$ cat src/rtl/cpu16_pkg.sv
// Shared definitions for the cpu16 datapath: default register-file geometry
// and a population-count helper used by the scoreboard.
package cpu16_pkg;

    localparam int DEFAULT_DATA_W = 16;
    localparam int DEFAULT_DEPTH  = 16;

    // Widest busy vector the helper accepts; narrower vectors are zero-padded.
    localparam int MAX_REGS = 64;

    function automatic int unsigned count_ones(input logic [MAX_REGS-1:0] vec);
        int unsigned total;
        total = 0;
        for (int i = 0; i < MAX_REGS; i++) begin
            total += {31'b0, vec[i]};
        end
        return total;
    endfunction

endpackage

$ cat src/rtl/reg_scoreboard.sv
// Busy-bit scoreboard: one pending flag per register plus a registered count
// of how many flags are set.
module reg_scoreboard
    import cpu16_pkg::*;
#(
    parameter int DEPTH    = DEFAULT_DEPTH,
    parameter int ZERO_REG = 1,
    localparam int ADDR_W  = $clog2(DEPTH),
    localparam int CNT_W   = ADDR_W + 1
) (
    input  logic              clk,
    input  logic              rst,
    input  logic              wr_en_i,
    input  logic [ADDR_W-1:0] wr_addr_i,
    input  logic              iss_en_i,
    input  logic [ADDR_W-1:0] iss_addr_i,
    output logic [DEPTH-1:0]  busy_o,
    output logic [CNT_W-1:0]  busy_cnt_o
);

    logic [DEPTH-1:0]    busy_q, busy_d;
    logic [CNT_W-1:0]    cnt_q, cnt_d;
    logic [MAX_REGS-1:0] paddedBusy;

    // Issue is applied after writeback so a new producer wins a same-cycle collision.
    always_comb begin
        busy_d = busy_q;
        if (wr_en_i) begin
            busy_d[wr_addr_i] = 1'b0;
        end
        if (iss_en_i) begin
            busy_d[iss_addr_i] = 1'b1;
        end
        if (ZERO_REG != 0) begin
            busy_d[0] = 1'b0;
        end
        paddedBusy = '0;
        paddedBusy[DEPTH-1:0] = busy_d;
        cnt_d = CNT_W'(count_ones(paddedBusy));
    end

    always_ff @(posedge clk or negedge rst) begin
        if (!rst) begin
            busy_q <= '0;
            cnt_q  <= '0;
        end else begin
            busy_q <= busy_d;
            cnt_q  <= cnt_d;
        end
    end

    assign busy_o     = busy_q;
    assign busy_cnt_o = cnt_q;

endmodule

$ cat src/rtl/reg_file_sb.sv
// Two-read, one-write register file with an issue/writeback scoreboard and
// optional same-cycle writeback forwarding.
module reg_file_sb
    import cpu16_pkg::*;
#(
    parameter int DATA_W   = DEFAULT_DATA_W,
    parameter int DEPTH    = DEFAULT_DEPTH,
    parameter int ZERO_REG = 1,
    parameter int BYPASS   = 1,
    localparam int ADDR_W  = $clog2(DEPTH)
) (
    input  logic              clk,
    input  logic              rst,
    input  logic [ADDR_W-1:0] rd_addr_1,
    input  logic [ADDR_W-1:0] rd_addr_2,
    output logic [DATA_W-1:0] rd_data_1,
    output logic [DATA_W-1:0] rd_data_2,
    output logic              rd_busy_1,
    output logic              rd_busy_2,
    input  logic              wr_en,
    input  logic [ADDR_W-1:0] wr_addr,
    input  logic [DATA_W-1:0] wr_data,
    input  logic              iss_en,
    input  logic [ADDR_W-1:0] iss_addr,
    output logic [ADDR_W:0]   busy_cnt
);

    logic [DATA_W-1:0] regs_q [DEPTH];
    logic [DEPTH-1:0]  busyVec;
    logic              wrLive;
    logic [ADDR_W-1:0] rdAddr [2];
    logic [DATA_W-1:0] rdData [2];
    logic              rdBusy [2];

    reg_scoreboard #(
        .DEPTH    (DEPTH),
        .ZERO_REG (ZERO_REG)
    ) u_scoreboard (
        .clk        (clk),
        .rst        (rst),
        .wr_en_i    (wr_en),
        .wr_addr_i  (wr_addr),
        .iss_en_i   (iss_en),
        .iss_addr_i (iss_addr),
        .busy_o     (busyVec),
        .busy_cnt_o (busy_cnt)
    );

    // A write is only real out of reset and when it does not target the hardwired zero register.
    assign wrLive = rst && wr_en && !((ZERO_REG != 0) && (wr_addr == '0));

    always_ff @(posedge clk or negedge rst) begin
        if (!rst) begin
            for (int i = 0; i < DEPTH; i++) begin
                regs_q[i] <= '0;
            end
        end else if (wrLive) begin
            regs_q[wr_addr] <= wr_data;
        end
    end

    assign rdAddr[0] = rd_addr_1;
    assign rdAddr[1] = rd_addr_2;

    // Forwarded reads report busy only if the same address is being re-issued this cycle.
    always_comb begin
        for (int p = 0; p < 2; p++) begin
            rdData[p] = regs_q[rdAddr[p]];
            rdBusy[p] = busyVec[rdAddr[p]];
            if ((BYPASS != 0) && wrLive && (wr_addr == rdAddr[p])) begin
                rdData[p] = wr_data;
                rdBusy[p] = iss_en && (iss_addr == wr_addr);
            end
            if ((ZERO_REG != 0) && (rdAddr[p] == '0)) begin
                rdData[p] = '0;
                rdBusy[p] = 1'b0;
            end
        end
    end

    assign rd_data_1 = rdData[0];
    assign rd_data_2 = rdData[1];
    assign rd_busy_1 = rdBusy[0];
    assign rd_busy_2 = rdBusy[1];

endmodule
$ cat config.mk
export PLATFORM = sky130hd
export DESIGN_NAME = reg_file_sb
export DESIGN_NICKNAME = d
export VERILOG_FILES = /design/src/rtl/cpu16_pkg.sv /design/src/rtl/reg_scoreboard.sv /design/src/rtl/reg_file_sb.sv
export SDC_FILE = /design/constraint.sdc
export NUM_CORES = 1
export LEC_CHECK = 0
export CORE_MARGIN = 2
export CORE_UTILIZATION = 65
export CTS_CLUSTER_SIZE = 12
export DETAILED_ROUTE_END_ITERATION = 10
export DONT_BUFFER_PORTS = 1
export PLACE_DENSITY = 0.86
export SLEW_MARGIN = 20
export SYNTH_ARGS = -nofsm -noshare
export SYNTH_HDL_FRONTEND = slang
export SYNTH_HIERARCHICAL = 1
export SYNTH_SLANG_ARGS = --single-unit
$ cat constraint.sdc
create_clock -name clk -period 5.3 [get_ports clk]
set_input_delay 1.325 -clock clk [delete_from_list [all_inputs] [get_ports clk]]
set_output_delay 1.325 -clock clk [all_outputs]
set_load 0.03 [all_outputs]
Word level (Yosys, flattened, before mapping)
Index checks and enable logic that the tools add are counted.
W data, S select, Z words.

storage, ports and cells
  input bits = 36
  RAM bits = 0
  output and inout bits = 39
  memory bits (read-only) = 0
  memories = 0
  flip-flop bits (word level) = 276
  latch bits = 0

cells by class
  mux-type cells = 27
  $lt $le $gt $ge = 10
  eq/ne operators = 3
  add/sub/neg operators = 14
  bitwise logic cells = 6
  $mul = 0
  reduce and logical (&&, ||, !) cells = 12
  shift-type cells = 0
  div/mod/pow operators = 0

operator list
  cell                  number
  $bwmux W256           1
  $mux W16              11
  $bmux W16 S4          2
  $add A5 B1 Y5         13
  $demux W16 S4         1
  $lt A4 B5 Y1 const B  4
  $and A16 B16 Y16      1
  $not A16 Y16          1
  $or A16 B16 Y16       1
  $ge A5 B5 Y1 const B  3
  $not A4 Y5            3
  $eq A4 B4 Y1          3
  $logic_not A4 Y1      3
  $bmux W1 S4           2
  $demux W1 S4          2
  $ge A4 B1 Y1 const B  2
  $logic_and A1 B1 Y1   8
  $mux W1               8
  $lt A5 B1 Y1 const B  1
  $add A1 B1 Y2         1
  $logic_not A1 Y1      1

Depth between registers and ports, before layout
  word-level depth = 23
  mapped depth = 15
  gate-level depth less buffers = 15

Hierarchy
The synthesis kept the hierarchy.

by module, submodules not included
  module          area each (sq um)  seq. area each (sq um)  instances  cells an instance
  reg_file_sb     14433.8            6406.1                  1          1084
  reg_scoreboard  1112.3             475.5                   1          102

Least setup slack after synthesis
Ideal clock, no wire load.

  kind = input -> register
  start point = in wr_addr[1]
  end point = reg u_scoreboard.cnt_q[1] (netlist: u_scoreboard/busy_cnt_o[1])
  buffers on the path = 0
  setup time = 64 ps
  cell stages on the path = 15
  slack = 287 ps
  arrival time = 4949 ps
  required time = 5236 ps
  cells stage by stage = or3b_4 o21ai_0 o21ai_1 fa_1 inv_1 fa_1 inv_1 fa_1 inv_1 fa_1 inv_1 fa_1 inv_1 fa_1 inv_1

between the ends
  elaborated cells on any way between the ends = 24
  classes of those cells = add/sub: 14; order compare: 2; mux: 4; bitwise: 3; reduce/logical: 1

RTL lines
  what                                                                       RTL line              source
  start: declaration                                                         reg_file_sb.sv:21     input logic [ADDR_W-1:0] wr_addr,
  $lt A4 B5 Y1 (implied by the code) / $ge A4 B1 Y1 (equally long branches)  reg_scoreboard.sv:29  busy_d[wr_addr_i] = 1'b0;
  $logic_and A1 B1 Y1 (implied by the code)                                  reg_scoreboard.sv:29
  $mux W1 (implied by the code)                                              reg_scoreboard.sv:29
  $demux W1 S4 *                                                             n/a
  $not A16 Y16 (no source line) *                                            n/a
  $and A16 B16 Y16 (no source line) *                                        n/a
  $mux W16 *                                                                 reg_scoreboard.sv:28  if (wr_en_i) begin
  $or A16 B16 Y16 (no source line)                                           n/a
  $mux W16 *                                                                 reg_scoreboard.sv:31  if (iss_en_i) begin
  via u_scoreboard.busy_d[8]                                                 reg_scoreboard.sv:21  logic [DEPTH-1:0] busy_q, busy_d;
  $add A5 B1 Y5 * (8 in series)                                              cpu16_pkg.sv:15       total += {31'b0, vec[i]};
  via u_scoreboard.cnt_d[1]                                                  reg_scoreboard.sv:22  logic [CNT_W-1:0] cnt_q, cnt_d;
  end signal: assignment                                                     reg_scoreboard.sv:48  cnt_q <= cnt_d;
  end: declaration                                                           reg_scoreboard.sv:22

Mark *: on every way through the listed nets, which the timed path passes. The rest lies on a longest branch.
A chain may end at the register's enable or synchronous reset.

Worst setup path after layout
  start point = in rd_addr_1[0]
  end point = out rd_data_1[6]

between the ends
  cells in the longest elaborated chain, start to end = 6
  elaborated cells on any way between the ends = 9
  classes of those cells = eq/ne: 1; mux: 5; bitwise: 1; reduce/logical: 2

RTL lines
  what                                          RTL line           source
  start: declaration                            reg_file_sb.sv:14  input logic [ADDR_W-1:0] rd_addr_1,
  $not A4 Y5 (implied by the code)              reg_file_sb.sv:68  rdData[p] = regs_q[rdAddr[p]];
  $bmux W16 S4                                  reg_file_sb.sv:68
  $mux W16 (implied by the code) (2 in series)  reg_file_sb.sv:68
  $mux W16                                      reg_file_sb.sv:70  if ((BYPASS != 0) && wrLive && (wr_addr == rdAddr[p])) begin
  $mux W16 *                                    reg_file_sb.sv:74  if ((ZERO_REG != 0) && (rdAddr[p] == '0)) begin
  end: declaration                              reg_file_sb.sv:16  output logic [DATA_W-1:0] rd_data_1,

Mark *: on every way between the ends. The rest lies on a longest branch, timed or not. The select of a mux whose other input is x is not followed.

==> key figures <==
Outcome
  – Run status: completed

Cells and area
  – N_diodes: 0
  – Area growth, synth to finish: 6.793%
  – Commonest non-fill, non-tap cell in the layout: dfrtp_1
  – Nets: 1,196
  – Most frequent cells in the layout: dfrtp_1 (275), mux2_2 (212), mux2i_1 (136), mux4_2 (68), o22ai_1 (68)
  – Fillers: 1,488
  – Core Util, Final: 0.7073
  – Layout cells sized above 1: 0.3601

Timing
  – Tmin final: 4.766 ns
  – Final hold violation count: 0
  – Post-Route Setup TNS: 0 ns
  – Final setup vio count: 0
  – Fmax: 209.8 MHz
  – Fin crit share: 0.8992
  – Fin Clk Skew: 0.006767 ns
  – RSZ-0062 raised after global routing: false
  – Slew HR: 0.2346
  – Max-slew violation count: 0
  – Slew of the pin with the lowest slew margin: 1.148 ns

CTS
  – CTS Buf Count: 29
  – CTS Sinks: between 200 and 300
  – Clock transition at the registers of the reported paths: 0.05 ns
  – Maximum buffer depth of the clock tree: 3
  – Post-cts resize count: 0
  – Clk_lat worst skew: roughly 0.55 ns
  – CTS root buf: clkbuf_16
  – Setup bufs post-CTS: 0
  – CTS Hold Bufs: 0
  – CTS tree: done
  – # H-tree levels: 1

Hold path
  – HP Class: flip-flop to flip-flop

Critical path
  – Setup CP Type: primary input to output pin
  – Reg-to-reg critical path startpoint: u_scoreboard/busy_o[6]
  – Crit path largest cell delay: 0.80 ns
  – Launch point of the critical path: rd_addr_1[0]
  – Reg-to-Reg End: u_scoreboard/busy_cnt_o[1]
  – Worst-path cell chain: or3b_1, o22ai_1, a211oi_1, a31oi_1, buf_4
  – Worst setup path end: rd_data_1[6]
  – Instance count on the critical path: 5
  – Buffers & Inverters on Critical Path: 1
  – CP Max Fanout: 70
  – CP required: slightly below 4 ns
  – CP Capture Type: output pin
  – Cell family with most CP delay: compound AO/OA/AOI/OAI gates
  – Critical Path Start Type: primary input
  – Critical path arrival: 3.44 ns
  – Slowest cell on crit path: or3b_1
  – R2R cell count: 14
  – R2r setup slk: about 1.3 ns

Synth
  – Sequential share of the synthesized area: 0.4427
  – Seq cells post-synth: 275
  – Distinct cell type count after synthesis: 56
  – Syn avg cell area: about 13 um2
  – Synthesized-area fraction occupied by and/or/nand/nor cells: 0.03831
  – Number of synthesized flops with an enable pin: 0
  – Post-Syn Instances: 1,186
  – Largest family of logic cells by synthesized area: multiplexers
  – Synth Area in XOR/XNOR: 0.007324
  – Synth warn: 6
  – Synth Cell Area: 15,550 um2
  – Async SR Flop Fraction: 1.000
  – Synth Area in Adders: 0.01449
  – Mux contribution to synthesized area: 0.3686
  – Dominant register cell in the synthesized netlist: dfrtp_1
  – Fraction of the mapped netlist area in compound gates: 0.08137

Floorplanning
  – Die height: 158.7 um
  – Core area: 23,470 um2
  – Starting Density: 0.6623
  – Area of the die: 25,170 um2
  – I/O pins: 75
  – Die width: about 160 um
  – Row count: 56

Power and ir drop
  – Pwr dens: 396.0 nW/um2
  – VDD IR-drop max: 781.7 uV
  – Static Leak: 7.368 nW

GRT
  – Vias in the first global route: between 10k and 15k
  – Largest net degree at the start of global routing: 279
  – Total grt overflow: 0
  – First-pass GRT wire length: approximately 63,000 um
  – Initial antenna violation count: 3
  – GRT Resource Usage Total: 0.3355

Detailed routing
  – Via count: 10.58k
  – DR vias/cell: 7.110
  – Pre-antenna DRT Iters: 7
  – Final ANT Viol Nets: 0
  – Detail-routed net length per standard cell: 27.62 um
  – DRC errors left: 0
  – Drt total wl: around 40,000 um
  – DR iter-0 viols: 1,157

Job
  – Number of max-cap violations: 0

Placed design
  – Hpwl dp: around 25,000 um
  – I/O Buffers: 0
  – Final GP Congestion: 0.9044
[where the power goes]
group	total (W)	leakage [nW]	internal (W)	switching [W]
Sequential	0.00286	3.52	0.00252	0.000347
Clock	0.00199	0.450	0.00115	0.000842
Combinational	0.00172	3.40	0.000949	0.000774
Total	0.00657	7.37	0.00461	0.00196
[layer usage]
metal	global-route usage	wire length [um]	up-vias
li1	-	-	4397
met1	0.4544	15890	5458
met2	0.5236	19370	586
met3	0.08356	4341	134
met4	0.1399	1460	4
met5	0	25	-
[final cells by class]
cell class                 instances  area, um2  area share
sequential                       275       6882      0.4145
multi-input combinational        775       7953      0.4790
timing repair buffer              53      397.9     0.02397
clock buffer                      47      853.3     0.05140
clock inverter                     5      65.06    0.003919
tap                              319      399.1     0.02404
inverter                          14      52.55    0.003165
[state kept, by name (all words and copies together), names as in the netlist]
signal	count
u_scoreboard/busy_cnt_o	4
regs_q	256
u_scoreboard/busy_o	15
[metrics by stage]
step / power [W] / instance area [um2] / hold slack [ns] / instances / worst slack [ns]
2_1_floorplan: 0.004194 / 15550 / 0.4488 / 1187 / 0.2869
3_3_place_gp: 0.004443 / 15670 / 0.3835 / 1436 / 0.1485
3_5_place_dp: 0.004579 / 15670 / 0.3895 / 1436 / 0.09516
4_1_cts: 0.006573 / 16590 / 0.4042 / 1488 / 0.6683
5_1_grt: 0.006854 / 16600 / 0.4141 / 1488 / 0.4993
6_report: 0.006574 / 16600 / 0.4011 / 1488 / 0.5345
[synthesized netlist by cell type, types with 2 or more instances]
master	instances	area (um2)
a31oi_1	30	187.7
dfrtp_1	275	6882
buf_1	3	11.26
or3b_1	3	26.28
mux2_2	212	2387
nand2b_1	4	25.02
a21oi_1	2	10.01
or3_1	4	25.02
nand2_1	38	142.6
o21ai_1	2	10.01
a211oi_1	34	255.2
clkbuf_1	54	202.7
o31ai_1	3	22.52
and3_1	2	12.51
xnor2_1	2	17.52
buf_6	9	101.4
fa_1	10	200.2
ha_1	2	25.02
o31a_1	2	17.52
nor2_2	6	37.54
nand3b_1	6	45.04
mux2_4	30	450.4
nor2_1	4	15.01
or3b_2	2	17.52
mux4_2	68	1531
nand3_1	7	35.03
a21o_1	2	15.01
o21a_1	4	30.03
nor2b_1	2	12.51
nor4_1	3	18.77
buf_12	3	60.06
inv_1	14	52.55
o22ai_1	68	425.4
buf_4	13	97.59
nand2b_4	2	27.53
or2_1	2	12.51
or4_1	2	15.01
and2_1	2	12.51
o21ai_0	53	265.3
buf_2	41	205.2
xor2_1	11	96.34
mux2i_1	136	1361
[worst min-delay path by stage]
stage / startpoint / endpoint / slack [ns] / depth (start not counted)
global route: regs_q[243] / regs_q[243] / 0.41 / 0
finish: regs_q[242] / regs_q[242] / 0.40 / 0
floorplan: regs_q[240] / regs_q[240] / 0.45 / 1
global placement: regs_q[255] / regs_q[255] / 0.38 / 0
detailed placement: regs_q[244] / regs_q[244] / 0.39 / 0
CTS: regs_q[252] / regs_q[252] / 0.40 / 0
[cells by family after synthesis]
logic type | after synthesis
DFF | 275
xor gates and xnor gates | 13
muxes | 446
and+or+nand+nor | 99
adders and majority gates | 12
other | 1
buffers and inverters | 137
AOI/OAI and AO/OA | 203
Power figures use the tool's default switching activity.
